<file path="src/rtl/frame_pkg.sv">
// Shared framing definitions for sample_framer: FSM encoding, separator and frame lengths.
// Defining FRAME_CHECKSUM_EN appends an XOR checksum byte to every frame.
package frame_pkg;

    typedef enum logic [1:0] {
        ST_IDLE       = 2'd0,
        ST_LOAD       = 2'd1,
        ST_SEND_START = 2'd2,
        ST_SEND_WAIT  = 2'd3
    } state_t;

    localparam logic [7:0] SEP_BYTE_DEFAULT = 8'h0A;
    localparam int         FRAME_LEN_PLAIN  = 3;
    localparam int         FRAME_LEN_CSUM   = 4;

`ifdef FRAME_CHECKSUM_EN
    localparam bit CHECKSUM_EN = 1'b1;
`else
    localparam bit CHECKSUM_EN = 1'b0;
`endif

    localparam int FRAME_LEN = CHECKSUM_EN ? FRAME_LEN_CSUM : FRAME_LEN_PLAIN;

    // Byte idx of the frame built around one 16-bit sample, MSB before LSB.
    function automatic logic [7:0] frame_byte(input logic [7:0]  sep,
                                              input logic [15:0] sample,
                                              input logic [1:0]  idx);
        logic [7:0] b;
        case (idx)
            2'd0:    b = sep;
            2'd1:    b = sample[15:8];
            2'd2:    b = sample[7:0];
`ifdef FRAME_CHECKSUM_EN
            2'd3:    b = sep ^ sample[15:8] ^ sample[7:0];
`endif
            default: b = 8'h00;
        endcase
        return b;
    endfunction

endpackage

</file>
<file path="src/rtl/sample_fifo.sv">
// Small sample FIFO with occupancy count; a push while full is refused even if a pop
// happens in the same cycle, and pointers wrap naturally on the power-of-two depth.
module sample_fifo #(
    parameter  int DEPTH = 4,
    parameter  int WIDTH = 16,
    localparam int PTR_W = $clog2(DEPTH),
    localparam int LVL_W = PTR_W + 1
) (
    input  logic             clk,
    input  logic             rst_n,
    input  logic             push,
    input  logic [WIDTH-1:0] push_data,
    input  logic             pop,
    output logic [WIDTH-1:0] pop_data,
    output logic             full,
    output logic             empty,
    output logic [LVL_W-1:0] level
);

    logic [WIDTH-1:0] mem [DEPTH];
    logic [PTR_W-1:0] wr_ptr_reg;
    logic [PTR_W-1:0] rd_ptr_reg;
    logic [LVL_W-1:0] count_reg;
    logic [LVL_W-1:0] count_next;
    logic             push_ok;
    logic             pop_ok;

    assign full     = (count_reg == LVL_W'(DEPTH));
    assign empty    = (count_reg == '0);
    assign level    = count_reg;
    assign pop_data = mem[rd_ptr_reg];
    assign push_ok  = push & ~full;
    assign pop_ok   = pop & ~empty;

    always_comb begin
        count_next = count_reg;
        case ({push_ok, pop_ok})
            2'b10:   count_next = count_reg + 1'b1;
            2'b01:   count_next = count_reg - 1'b1;
            default: count_next = count_reg;
        endcase
    end

    // Storage carries no reset; only the pointers and count define what is valid.
    always_ff @(posedge clk) begin
        if (push_ok) begin
            mem[wr_ptr_reg] <= push_data;
        end
    end

    always_ff @(posedge clk or negedge rst_n) begin
        if (!rst_n) begin
            wr_ptr_reg <= '0;
            rd_ptr_reg <= '0;
            count_reg  <= '0;
        end else begin
            if (push_ok) begin
                wr_ptr_reg <= wr_ptr_reg + 1'b1;
            end
            if (pop_ok) begin
                rd_ptr_reg <= rd_ptr_reg + 1'b1;
            end
            count_reg <= count_next;
        end
    end

endmodule

</file>
<file path="src/rtl/sample_framer.sv">
// Buffers accelerometer samples and sends each as a SEP/MSB/LSB byte frame to a UART.
// Build option: FRAME_CHECKSUM_EN adds a fourth XOR checksum byte per frame.
module sample_framer
    import frame_pkg::*;
#(
    parameter int         FIFO_DEPTH = 4,
    parameter logic [7:0] SEP_BYTE   = SEP_BYTE_DEFAULT
) (
    input  logic                          clk,
    input  logic                          rst_n,
    input  logic                          sample_valid,
    input  logic [15:0]                   sample_data,
    output logic                          sample_ready,
    output logic                          tx_en,
    output logic [7:0]                    tx_data,
    input  logic                          tx_busy,
    output logic                          overflow,
    output logic [$clog2(FIFO_DEPTH):0]   level
);

    localparam logic [1:0] LAST_IDX = 2'(FRAME_LEN - 1);

    logic        busy_meta_reg;
    logic        busy_s_reg;
    logic        ready_en_reg;
    logic        overflow_reg;
    state_t      state_reg;
    logic [15:0] frame_reg;
    logic [1:0]  byte_idx_reg;
    logic        tx_en_reg;
    logic [7:0]  tx_data_reg;

    logic        fifo_full;
    logic        fifo_empty;
    logic [15:0] fifo_data;
    logic        push;
    logic        pop;

    // ready_en_reg keeps sample_ready low through reset and for the release edge itself.
    assign sample_ready = ready_en_reg & ~fifo_full;
    assign push         = sample_valid & sample_ready;
    assign pop          = (state_reg == ST_IDLE) & ~fifo_empty;
    assign tx_en        = tx_en_reg;
    assign tx_data      = tx_data_reg;
    assign overflow     = overflow_reg;

    sample_fifo #(
        .DEPTH (FIFO_DEPTH),
        .WIDTH (16)
    ) u_fifo (
        .clk       (clk),
        .rst_n     (rst_n),
        .push      (push),
        .push_data (sample_data),
        .pop       (pop),
        .pop_data  (fifo_data),
        .full      (fifo_full),
        .empty     (fifo_empty),
        .level     (level)
    );

    always_ff @(posedge clk or negedge rst_n) begin
        if (!rst_n) begin
            busy_meta_reg <= 1'b0;
            busy_s_reg    <= 1'b0;
            ready_en_reg  <= 1'b0;
            overflow_reg  <= 1'b0;
        end else begin
            busy_meta_reg <= tx_busy;
            busy_s_reg    <= busy_meta_reg;
            ready_en_reg  <= 1'b1;
            if (sample_valid && fifo_full) begin
                overflow_reg <= 1'b1;
            end
        end
    end

    // tx_data only changes while tx_en is low, so the UART always sees a settled byte.
    always_ff @(posedge clk or negedge rst_n) begin
        if (!rst_n) begin
            state_reg    <= ST_IDLE;
            frame_reg    <= '0;
            byte_idx_reg <= '0;
            tx_en_reg    <= 1'b0;
            tx_data_reg  <= '0;
        end else begin
            case (state_reg)
                ST_IDLE: begin
                    if (!fifo_empty) begin
                        frame_reg <= fifo_data;
                        state_reg <= ST_LOAD;
                    end
                end
                ST_LOAD: begin
                    byte_idx_reg <= 2'd0;
                    tx_data_reg  <= frame_byte(SEP_BYTE, frame_reg, 2'd0);
                    state_reg    <= ST_SEND_START;
                end
                ST_SEND_START: begin
                    if (!busy_s_reg && !tx_en_reg) begin
                        tx_en_reg <= 1'b1;
                    end else if (busy_s_reg && tx_en_reg) begin
                        tx_en_reg <= 1'b0;
                        state_reg <= ST_SEND_WAIT;
                    end
                end
                ST_SEND_WAIT: begin
                    if (!busy_s_reg) begin
                        if (byte_idx_reg == LAST_IDX) begin
                            state_reg <= ST_IDLE;
                        end else begin
                            byte_idx_reg <= byte_idx_reg + 2'd1;
                            tx_data_reg  <= frame_byte(SEP_BYTE, frame_reg, byte_idx_reg + 2'd1);
                            state_reg    <= ST_SEND_START;
                        end
                    end
                end
                default: begin
                    state_reg <= ST_IDLE;
                end
            endcase
        end
    end

endmodule

</file>
<file path="config.mk">
export PLATFORM = sky130hd
export DESIGN_NAME = sample_framer
export DESIGN_NICKNAME = d
export VERILOG_FILES = /design/src/rtl/frame_pkg.sv /design/src/rtl/sample_fifo.sv /design/src/rtl/sample_framer.sv
export SDC_FILE = /design/constraint.sdc
export NUM_CORES = 1
export LEC_CHECK = 0
export CAP_MARGIN = 10
export CORE_MARGIN = 5
export CORE_UTILIZATION = 25
export CTS_BUF_LIST = sky130_fd_sc_hd__clkbuf_8 sky130_fd_sc_hd__clkbuf_16
export DETAILED_ROUTE_END_ITERATION = 8
export HOLD_SLACK_MARGIN = 0.05
export PLACE_DENSITY_LB_ADDON = 0.1
export SYNTH_ARGS = -nofsm -noshare
export SYNTH_HDL_FRONTEND = slang
export SYNTH_SLANG_ARGS = --single-unit
export TNS_END_PERCENT = 5
</file>
<file path="constraint.sdc">
create_clock -name clk -period 3.1 [get_ports clk]
set_input_delay 0.62 -clock clk [delete_from_list [all_inputs] [get_ports clk]]
set_output_delay 0.62 -clock clk [all_outputs]
set_load 0.01 [all_outputs]
</file>
---- After elaboration in Yosys (flattened, before gate mapping) ----
Memories as Yosys holds them, arrays and structs flattened. A register that Yosys moved wholly into a read port is not among the register bits.
Index checks and enable logic that the tools add are counted.
word-level totals
  memories ................................ 1
  bits of input ports ..................... 20
  word-level logic and storage cells ...... 72
  latch bits .............................. 0
  output and inout bits ................... 14
  flip-flop bits (word level) ............. 24
  bits in read-only memories .............. 0
  bits in writable memories ............... 64
memory list
  memory      depth  bits a word  read ports  clocked after Yosys merged registers in  wr ports  RTL line           source
  u_fifo.mem  4      16           1           1                                        1         sample_fifo.sv:20  logic [WIDTH-1:0] mem [DEPTH];
cells by class
  $add $sub $neg .......................... 5
  multipliers ............................. 0
  reductions and logical operators ........ 16
  equal/unequal tests ..................... 14
  order comparisons ....................... 0
  shift operators ......................... 0
  bitwise gates (word level) .............. 7
  mux-type cells .......................... 18
  divide/modulo/power cells ............... 0
operators with widths
  operator                                              number
  one-hot mux 8 bit (3 select lines)                    1
  two-way mux 8 bit                                     2
  one-hot mux 8 bit (2 select lines)                    1
  two-way mux 2 bit                                     7
  equality test 2 bit (second input constant)           5
  != test 2 bit (second input constant)                 5
  one-hot mux 2 bit (4 select lines)                    1
  adder 2 x 1 -> 2 bit (second input constant)          3
  equality test 2 x 1 -> 1 bit (second input constant)  3
  one-hot mux 3 bit (2 select lines)                    1
  nonzero test 2 bit                                    3
  AND 1 bit                                             5
  zero test 2 bit                                       2
  two-way mux 1 bit                                     4
  one-hot mux 2 bit (2 select lines)                    1
  AND reduction 2 bit                                   2
  AND reduction 4 bit                                   1
  adder 3 x 1 -> 3 bit (second input constant)          1
  equality test 3 bit (second input constant)           1
  logical AND 1 bit                                     3
  zero test 1 bit                                       3
  zero test 3 bit                                       1
  AND reduction 3 bit                                   1
  subtractor 3 x 1 -> 3 bit (second input constant)     1
  NOT 1 bit                                             2

---- Longest topological paths before layout ----
Gate-level depths: netlist (run 1).
  word-level depth ........................ 7
  depth in mapped cells ................... 10
  gate-level depth less buffers ........... 9

---- Hierarchy ----
A second synthesis (run 1) with hierarchy kept.
unflattened totals
  cell total of the unflattened synthesis .. 241
  area, all modules ....................... 4252.8 um^2
modules (own cells, without submodules)
  module         seq. area each (um^2)  times used  cells each  area an instance (um^2)
  sample_fifo    2097.0                 1           122         2737.6
  sample_framer  825.8                  1           119         1515.2

---- Worst setup path after synthesis (run 1) ----
Ideal clock, no wire load.
  path kind ............................... register to register
  start ................................... register u_fifo.count_reg[1], in the netlist u_fifo.level[1]
  end ..................................... register u_fifo.count_reg[2], in the netlist u_fifo.level[2]
  path buffers ............................ 1
  clock period less this slack ............ 2.190 ns
  required time ........................... 3.021 ns
  setup slack ............................. 0.910 ns
  library setup time ...................... 0.079 ns
  stages on the path, launching flop included .. 11
  data arrival time ....................... 2.111 ns
  path through ............................ dfrtp_1 > or3b_1 > and3_1 > buf_6 > inv_1 > ha_1 > inv_1 > fa_1 > xor2_1 > nor2_1 > xor2_1
on the way
  longest elaborated chain between the ends .. 7
  elaborated cells on any way between the ends .. 15
  those cells by class .................... add/sub (2); eq/ne (3); mux (1); bitwise (7); reduce/logical (2)
ends and longest elaborated chain
  item                                                                             RTL line                                source
  start: declaration                                                               sample_fifo.sv:23                       logic [LVL_W-1:0] count_reg;
  start signal: assignment                                                         sample_fifo.sv:63                       count_reg <= count_next;
  equality test 3 bit                                                              sample_fifo.sv:28                       assign full = (count_reg == LVL_W'(DEPTH));
  NOT 1 bit                                                                        sample_fifo.sv:32, sample_framer.sv:40
  AND 1 bit                                                                        sample_framer.sv:40                     assign sample_ready = ready_en_reg & ~fifo_full;
  AND 1 bit                                                                        sample_framer.sv:41                     assign push = sample_valid & sample_ready;
  AND 1 bit                                                                        sample_fifo.sv:32                       assign push_ok = push & ~full;
  equality test 2 x 1 -> 1 bit / equality test 2 bit (equally long branches)       sample_fifo.sv:37                       case ({push_ok, pop_ok})
  one-hot mux 3 bit (2 select lines) / nonzero test 2 bit (equally long branches)  -
Several ways; a longest one is shown, not always the timed one.
A chain may end at the register's enable or synchronous reset.

---- Final worst setup path (run 1) ----
  start ................................... register u_fifo.count_reg[1], in the netlist u_fifo.level[1]
  end ..................................... output port sample_ready
on the way
  longest elaborated chain between the ends .. 3
ends and longest elaborated chain
  item                 RTL line             source
  equality test 3 bit  sample_fifo.sv:28
  NOT 1 bit            sample_framer.sv:40
  AND 1 bit            sample_framer.sv:40
  end: declaration     sample_framer.sv:13  output logic sample_ready,
Every way passes these cells.

==> metrics.csv, run 1 <==
stage,metric,value,unit
status,status,finished clean,
synthesis,synthesized area,4257,sq um
cells_and_area,max reg flops,64,
worst_setup_path,worst flop-to-flop path startpoint,u_fifo.level[1],
floorplanning,starting density of the core,25.58,%
cells_and_area,FILL cells,1649,
worst_setup_path,Crit. End Element,output pin,
cells_and_area,synth-to-layout area growth,19.05,%
floorplanning,num ports,34,
placed_design,port buffer count,33,
pwr,Leakage,1.828,nW
worst_setup_path,FF-to-FF setup slack,830,ps
sta,clock skew,7.555,ps
worst_setup_path,CP Launch Point,u_fifo.level[1],
floorplanning,DIE AREA,19740,sq um
route,via count,2119,
worst_setup_path,Crit Path Class,reg -> out,
pwr,Comb pwr share,30.1,%
synthesis,average cell area after synthesis,17.74,sq um
sta,Final min period,2445,ps
grt,overall global routing resource usage,9.480,%
clock_tree,TritonCTS clock tree,done,
pwr,switching power,0.001357,W
synthesis,Post-synth EDFFs,64,
grt,largest net degree at the start of global routing,41,
sta,final worst-path setup slack,655.3,ps
synthesis,top-count cell post-synth,edfxtp_1,
sta,post-route setup TNS,0,ps
synthesis,YS warnings,0,
grt,vias in the first global route,2259,
sta,RSZ-0062 raised after global routing,false,
worst_setup_path,Setup crit end,sample_ready,
grt,global route overflow,0,
route,Vias/cell,4.246,
grt,global-route wire length before repair,14.01,mm
placed_design,HPWL after DPL,5.451,mm
worst_setup_path,Critical Path AT,1820,ps
synthesis,ys flop type,edfxtp_1,
sta,fmax,409.1,MHz
sta,final max-slew violation count,0,
sta,final hold slack,362.2,ps
worst_setup_path,critical-path maximum fanout,5,
synthesis,Yosys reg bits,104,
cells_and_area,multi-input logic area,1207,sq um
synthesis,cell taking the most area after synthesis,edfxtp_1,
pwr,pwr/cell area,869.9,nW/um^2
job,MaxCap Viol Count,0,
clock_tree,CTS Buf Count,9,
sta,Slew HR,37.28,%
synthesis,Synth Instances,240,
synthesis,synth cell count leaders,"64 x edfxtp_1, 40 x dfrtp_1, 17 x mux2_2",
clock_tree,cts repair resizes,0,
clock_tree,Clock Pin Slew Worst Setup and Hold Paths,70,ps
clock_tree,Bufs on Longest Clock Path,2,
worst_setup_path,crit path launch type,flop,
sta,worst-margin pin slew,940.9,ps
sta,final hold vios,0,
synthesis,fraction of registers with async set/reset,38.46,%
placed_design,Post-Place Setup Slack,597.9,ps
route,DR pass1 iterations,4,
synthesis,register area share after synthesis,68.67,%
floorplanning,Die X-Extent,140.5,microns
worst_setup_path,Worst Path Required,2480,ps
sta,Final Cycle Share,78.86,%
synthesis,syn_nets,271,
pwr,Max rail drop VDD,0.0003040,V
cells_and_area,layout cells sized above 1,20.07,%
cells_and_area,Seq. cell area,2923,sq um
worst_setup_path,worst r2r path cells,9,
cells_and_area,# diodes,0,
route,Total Wirelength,8.645,mm
route,Remaining DRCs,0,
synthesis,library cells used by synthesis,39,
grt,initial antenna violation count,0,
synthesis,top-area cell type share of the netlist area,45.15,%
cells_and_area,Finished Core Util,30.45,%
clock_tree,depth of the CTS H-tree,3,
pwr,clock share of power,24.3,%
clock_tree,worst skew pair latency,350,ps
clock_tree,CTS root buffer,clkbuf_16,
clock_tree,Post-CTS Setup Repair Bufs,0,
synthesis,largest cells by area after synthesis,"edfxtp_1 45%, dfrtp_1 24%, mux4_2 6.3%",
floorplanning,Core ar.,16640,sq um
route,initial drt markers,96,
pwr,sw frac,30.78,%
clock_tree,clock sinks,104,
floorplanning,num rows,47,
route,post-route ant nets,0,
worst_setup_path,R2R Path End,u_fifo.level[2],
route,DR WL/cell,17.32,microns
worst_hold_path,Worst Hold Class,reg -> reg,
cells_and_area,nets,305,
placed_design,GP Congestion,0.6752,
sta,final setup fails,0,
clock_tree,CTS Hold Bufs,0,
pwr,Cell Int Power,0.003051,W
pwr,sequential fraction of design power,45.6,%
floorplanning,Die H,140.5,microns
## metal layers
metal,track usage (%),part of all wire [%],up-vias
met1,12.68,47,1087
li1,-,-,988
met5,0,0,-
met4,2.754,1.2,0
met3,3.374,4.1,7
met2,14.54,48,37
## through the flow
step	power, W	instance area, sq um	cells
after global routing	0.004693	5067	499
after floorplan	0.002924	4257	240
after global placement	0.003422	4795	483
after detailed placement	0.003419	4795	483
after CTS	0.004501	5067	499
final	0.004408	5067	499
## worst min-delay path by stage
stage / start / end / slack, ps / depth (start not counted)
after floorplan: rst_n / busy_meta_reg / 320 / 0
after global placement: busy_meta_reg / busy_s_reg / 350 / 0
after CTS: busy_meta_reg / busy_s_reg / 370 / 0
after detailed placement: busy_meta_reg / busy_s_reg / 350 / 0
after global routing: busy_meta_reg / busy_s_reg / 370 / 0
final: busy_meta_reg / busy_s_reg / 360 / 0
## critical path: stages, from the launching register on
cell             delay, ps
dfrtp_1                420
or3b_1                 400
and2_2                 190
clkdlybuf4s50_1        470
## power groups by stage
| stage | logic [W] | clock network, W | registers [W] |
|---|---|---|---|
| after detailed placement | 0.00137 | 0 | 0.00205 |
| after floorplan | 0.000936 | 0 | 0.00199 |
| after global routing | 0.00147 | 0.00117 | 0.00206 |
| final | 0.00133 | 0.00107 | 0.00201 |
| after global placement | 0.00138 | 0 | 0.00205 |
| after CTS | 0.00138 | 0.00110 | 0.00202 |
## logic make-up (layout without fill, tap and decap cells)
kind of cell | count (synthesis) | count (layout) | synth area share [%]
compound gates | 36 | 36 | 6.320
mux | 34 | 34 | 13.67
fa+ha+maj | 11 | 11 | 3.410
xor+xnor | 6 | 6 | 1.235
buf+inv | 24 | 63 | 2.969
flops | 104 | 104 | 68.67
other cells | 1 | 1 | 0.08810
simple gates | 24 | 24 | 3.645
## cell type report
| cell class | instances | area share (%) |
|---|---|---|
| Clock inverter | 7 | 0.9383 |
| Inverter | 11 | 0.8148 |
| Tap cell | 220 | 5.432 |
| Multi-Input combinational cell | 112 | 23.83 |
| Sequential cell | 104 | 57.68 |
| Timing Repair Buffer | 36 | 6.864 |
| Clock buffer | 9 | 4.444 |
## cell usage in the layout (no fill, tap or decap), types with 3 or more instances in the layout
master	n
a22oi_1	6
ha_1	10
nand2_1	3
buf_4	3
a21oi_1	5
and2_2	5
dfrtp_1	40
edfxtp_1	64
o22ai_1	4
mux4_1	4
clkdlybuf4s50_1	32
nand2b_1	4
mux2_2	17
inv_1	11
clkbuf_16	9
nor2_1	4
o2bb2ai_1	6
a22o_1	7
xor2_1	4
mux4_2	12
No activity file was read; power rests on OpenSTA's default activity.
==> inputs of run 2 (changes only) <==
- clock period: 3.1 -> 2.32 ns (I/O delays scaled with it)
==> run 2 against run 1 <==
Cell area grew 3.8%. Non-clock buffer count increased by 11. Clock skew down 1.6 ps. Critical endpoint is now u_fifo.level[2]. Global-route usage is 0.20 points higher. Wire length is 1.3% higher. Via count is 3.1% higher. Clock power up 51%.
==> metrics.csv, run 2 (synthesis results as in run 1) <==
stage,metric,value,unit
status,status,finished clean,
cells_and_area,layout cells sized above 1,23.79,%
cells_and_area,Finished Core Util,31.61,%
cells_and_area,# diodes,0,
route,via count,2185,
clock_tree,TritonCTS clock tree,done,
grt,vias in the first global route,2432,
sta,Final Cycle Share,90.68,%
pwr,Comb pwr share,31.5,%
placed_design,HPWL after DPL,5.585,mm
cells_and_area,max reg flops,64,
clock_tree,Clock Pin Slew Worst Setup and Hold Paths,80,ps
route,Total Wirelength,8.760,mm
pwr,Leakage,1.935,nW
grt,global route overflow,0,
pwr,pwr/cell area,1183,nW/um^2
floorplanning,DIE AREA,19740,sq um
clock_tree,depth of the CTS H-tree,3,
sta,fmax,475.3,MHz
sta,final hold slack,171.0,ps
floorplanning,num rows,47,
grt,overall global routing resource usage,9.681,%
route,post-route ant nets,0,
cells_and_area,post-route cell area,5260,sq um
worst_setup_path,Worst Path Required,2600,ps
clock_tree,Post-CTS Setup Repair Bufs,0,
worst_setup_path,crit path launch type,flop,
sta,worst-margin pin slew,540.7,ps
pwr,sequential fraction of design power,42.5,%
route,Remaining DRCs,0,
placed_design,port buffer count,33,
cells_and_area,most common library cell in the layout ignoring fill and taps,edfxtp_1,
grt,global-route wire length before repair,14.40,mm
clock_tree,CTS Buf Count,9,
clock_tree,CTS root buffer,clkbuf_16,
clock_tree,Bufs on Longest Clock Path,2,
sta,final setup fails,0,
worst_setup_path,critical-path maximum fanout,2,
sta,RSZ-0062 raised after global routing,false,
route,Vias/cell,4.284,
grt,initial antenna violation count,0,
sta,Final min period,2104,ps
cells_and_area,synth-to-layout area growth,23.57,%
sta,Slew HR,63.95,%
route,DR WL/cell,17.18,microns
sta,clock skew,5.977,ps
sta,final max-slew violation count,0,
worst_setup_path,Crit Path Class,reg -> reg,
cells_and_area,FILL cells,1632,
clock_tree,cts repair resizes,0,
pwr,clock share of power,26.0,%
clock_tree,worst skew pair latency,350,ps
placed_design,"Cell Area, Placed",4940,sq um
job,MaxCap Viol Count,0,
sta,final hold vios,0,
clock_tree,clock sinks,104,
floorplanning,Core ar.,16640,sq um
worst_setup_path,Crit. End Element,flop,
route,DR pass1 iterations,4,
pwr,Max rail drop VDD,0.0004386,V
cells_and_area,most frequent cells in the layout,"64 x edfxtp_1, 40 x dfrtp_1, 31 x clkdlybuf4s50_1, 17 x mux2_2, 12 x mux4_2",
worst_hold_path,Worst Hold Class,in -> async,
cells_and_area,nets,316,
pwr,Cell Int Power,0.004330,W
clock_tree,CTS Hold Bufs,0,
floorplanning,num ports,34,
worst_setup_path,Critical Path AT,2380,ps
grt,largest net degree at the start of global routing,41,
pwr,sw frac,30.41,%
route,initial drt markers,49,
placed_design,GP Congestion,0.6575,
floorplanning,Die H,140.5,microns
floorplanning,Die X-Extent,140.5,microns
sta,post-route setup TNS,0,ps
floorplanning,starting density of the core,25.58,%
pwr,switching power,0.001892,W
==> run 2: changes by cell type in the layout (fill, tap and decap cells not counted), moves of 2 or more <==
cell | previous run | this run
buf_12 | 0 | 5
inv_8 | 1 | 4
buf_4 | 3 | 9
clkinvlp_4 | 2 | 0
==> run 2: power groups by stage <==
| stage | Combinational [W] | Sequential, W | Clock (W) |
|---|---|---|---|
| 6_report | 0.00196 | 0.00264 | 0.00162 |
| 5_1_grt | 0.00218 | 0.00271 | 0.00176 |
| 4_1_cts | 0.00202 | 0.00266 | 0.00168 |
| 3_5_place_dp | 0.00201 | 0.00269 | 0 |
| 3_3_place_gp | 0.00202 | 0.00269 | 0 |
| 2_1_floorplan | 0.00125 | 0.00266 | 0 |
==> run 2: final timing paths <==
check / start / cells after the start / to / slack (ps)
hold reg to reg: busy_meta_reg / 0 / busy_s_reg / 360
min in group clk: busy_meta_reg / 0 / busy_s_reg / 360
setup reg to reg: u_fifo.level[1] / 9 / u_fifo.level[2] / 220
setup / recovery: u_fifo.level[1] / 9 / u_fifo.level[2] / 220
max in group asynchronous: rst_n / 2 / frame_reg[5] / 1770
hold / removal: rst_n / 2 / overflow / 170
==> run 2: through the flow <==
step	power, W	setup WS [ps]	cells
2_1_floorplan	0.003907	130.2	240
3_3_place_gp	0.004709	134.4	494
3_5_place_dp	0.004707	109.3	494
4_1_cts	0.006357	20.96	510
5_1_grt	0.006648	52.33	510
6_report	0.006222	216.1	510
==> run 2: layout make-up <==
cell class                 count  area (sq um)  share of cell area, %
timing repair buffer          47         495.5                  9.420
multi-input combinational    112          1207                  22.95
clock buffer                   9         225.2                  4.282
tap                          220         275.3                  5.233
sequential                   104          2923                  55.57
inverter                      11         41.29                 0.7850
clock inverter                 7         92.59                  1.760
==> run 2: per-layer routing <==
metal	wire, microns	GRT usage, %
met1	4071	12.36
met3	346	3.374
met2	4229	15.47
met4	112	3.060
met5	0	0
==> run 2: worst max-delay path: stages (launching register included) <==
cell and delay [ps]:
dfrtp_1 370, or3b_1 390, and3_1 210, inv_1 50, ha_1 160, inv_1 60, fa_1 370, xor2_1 150
nor2_1 110, xor2_1 160
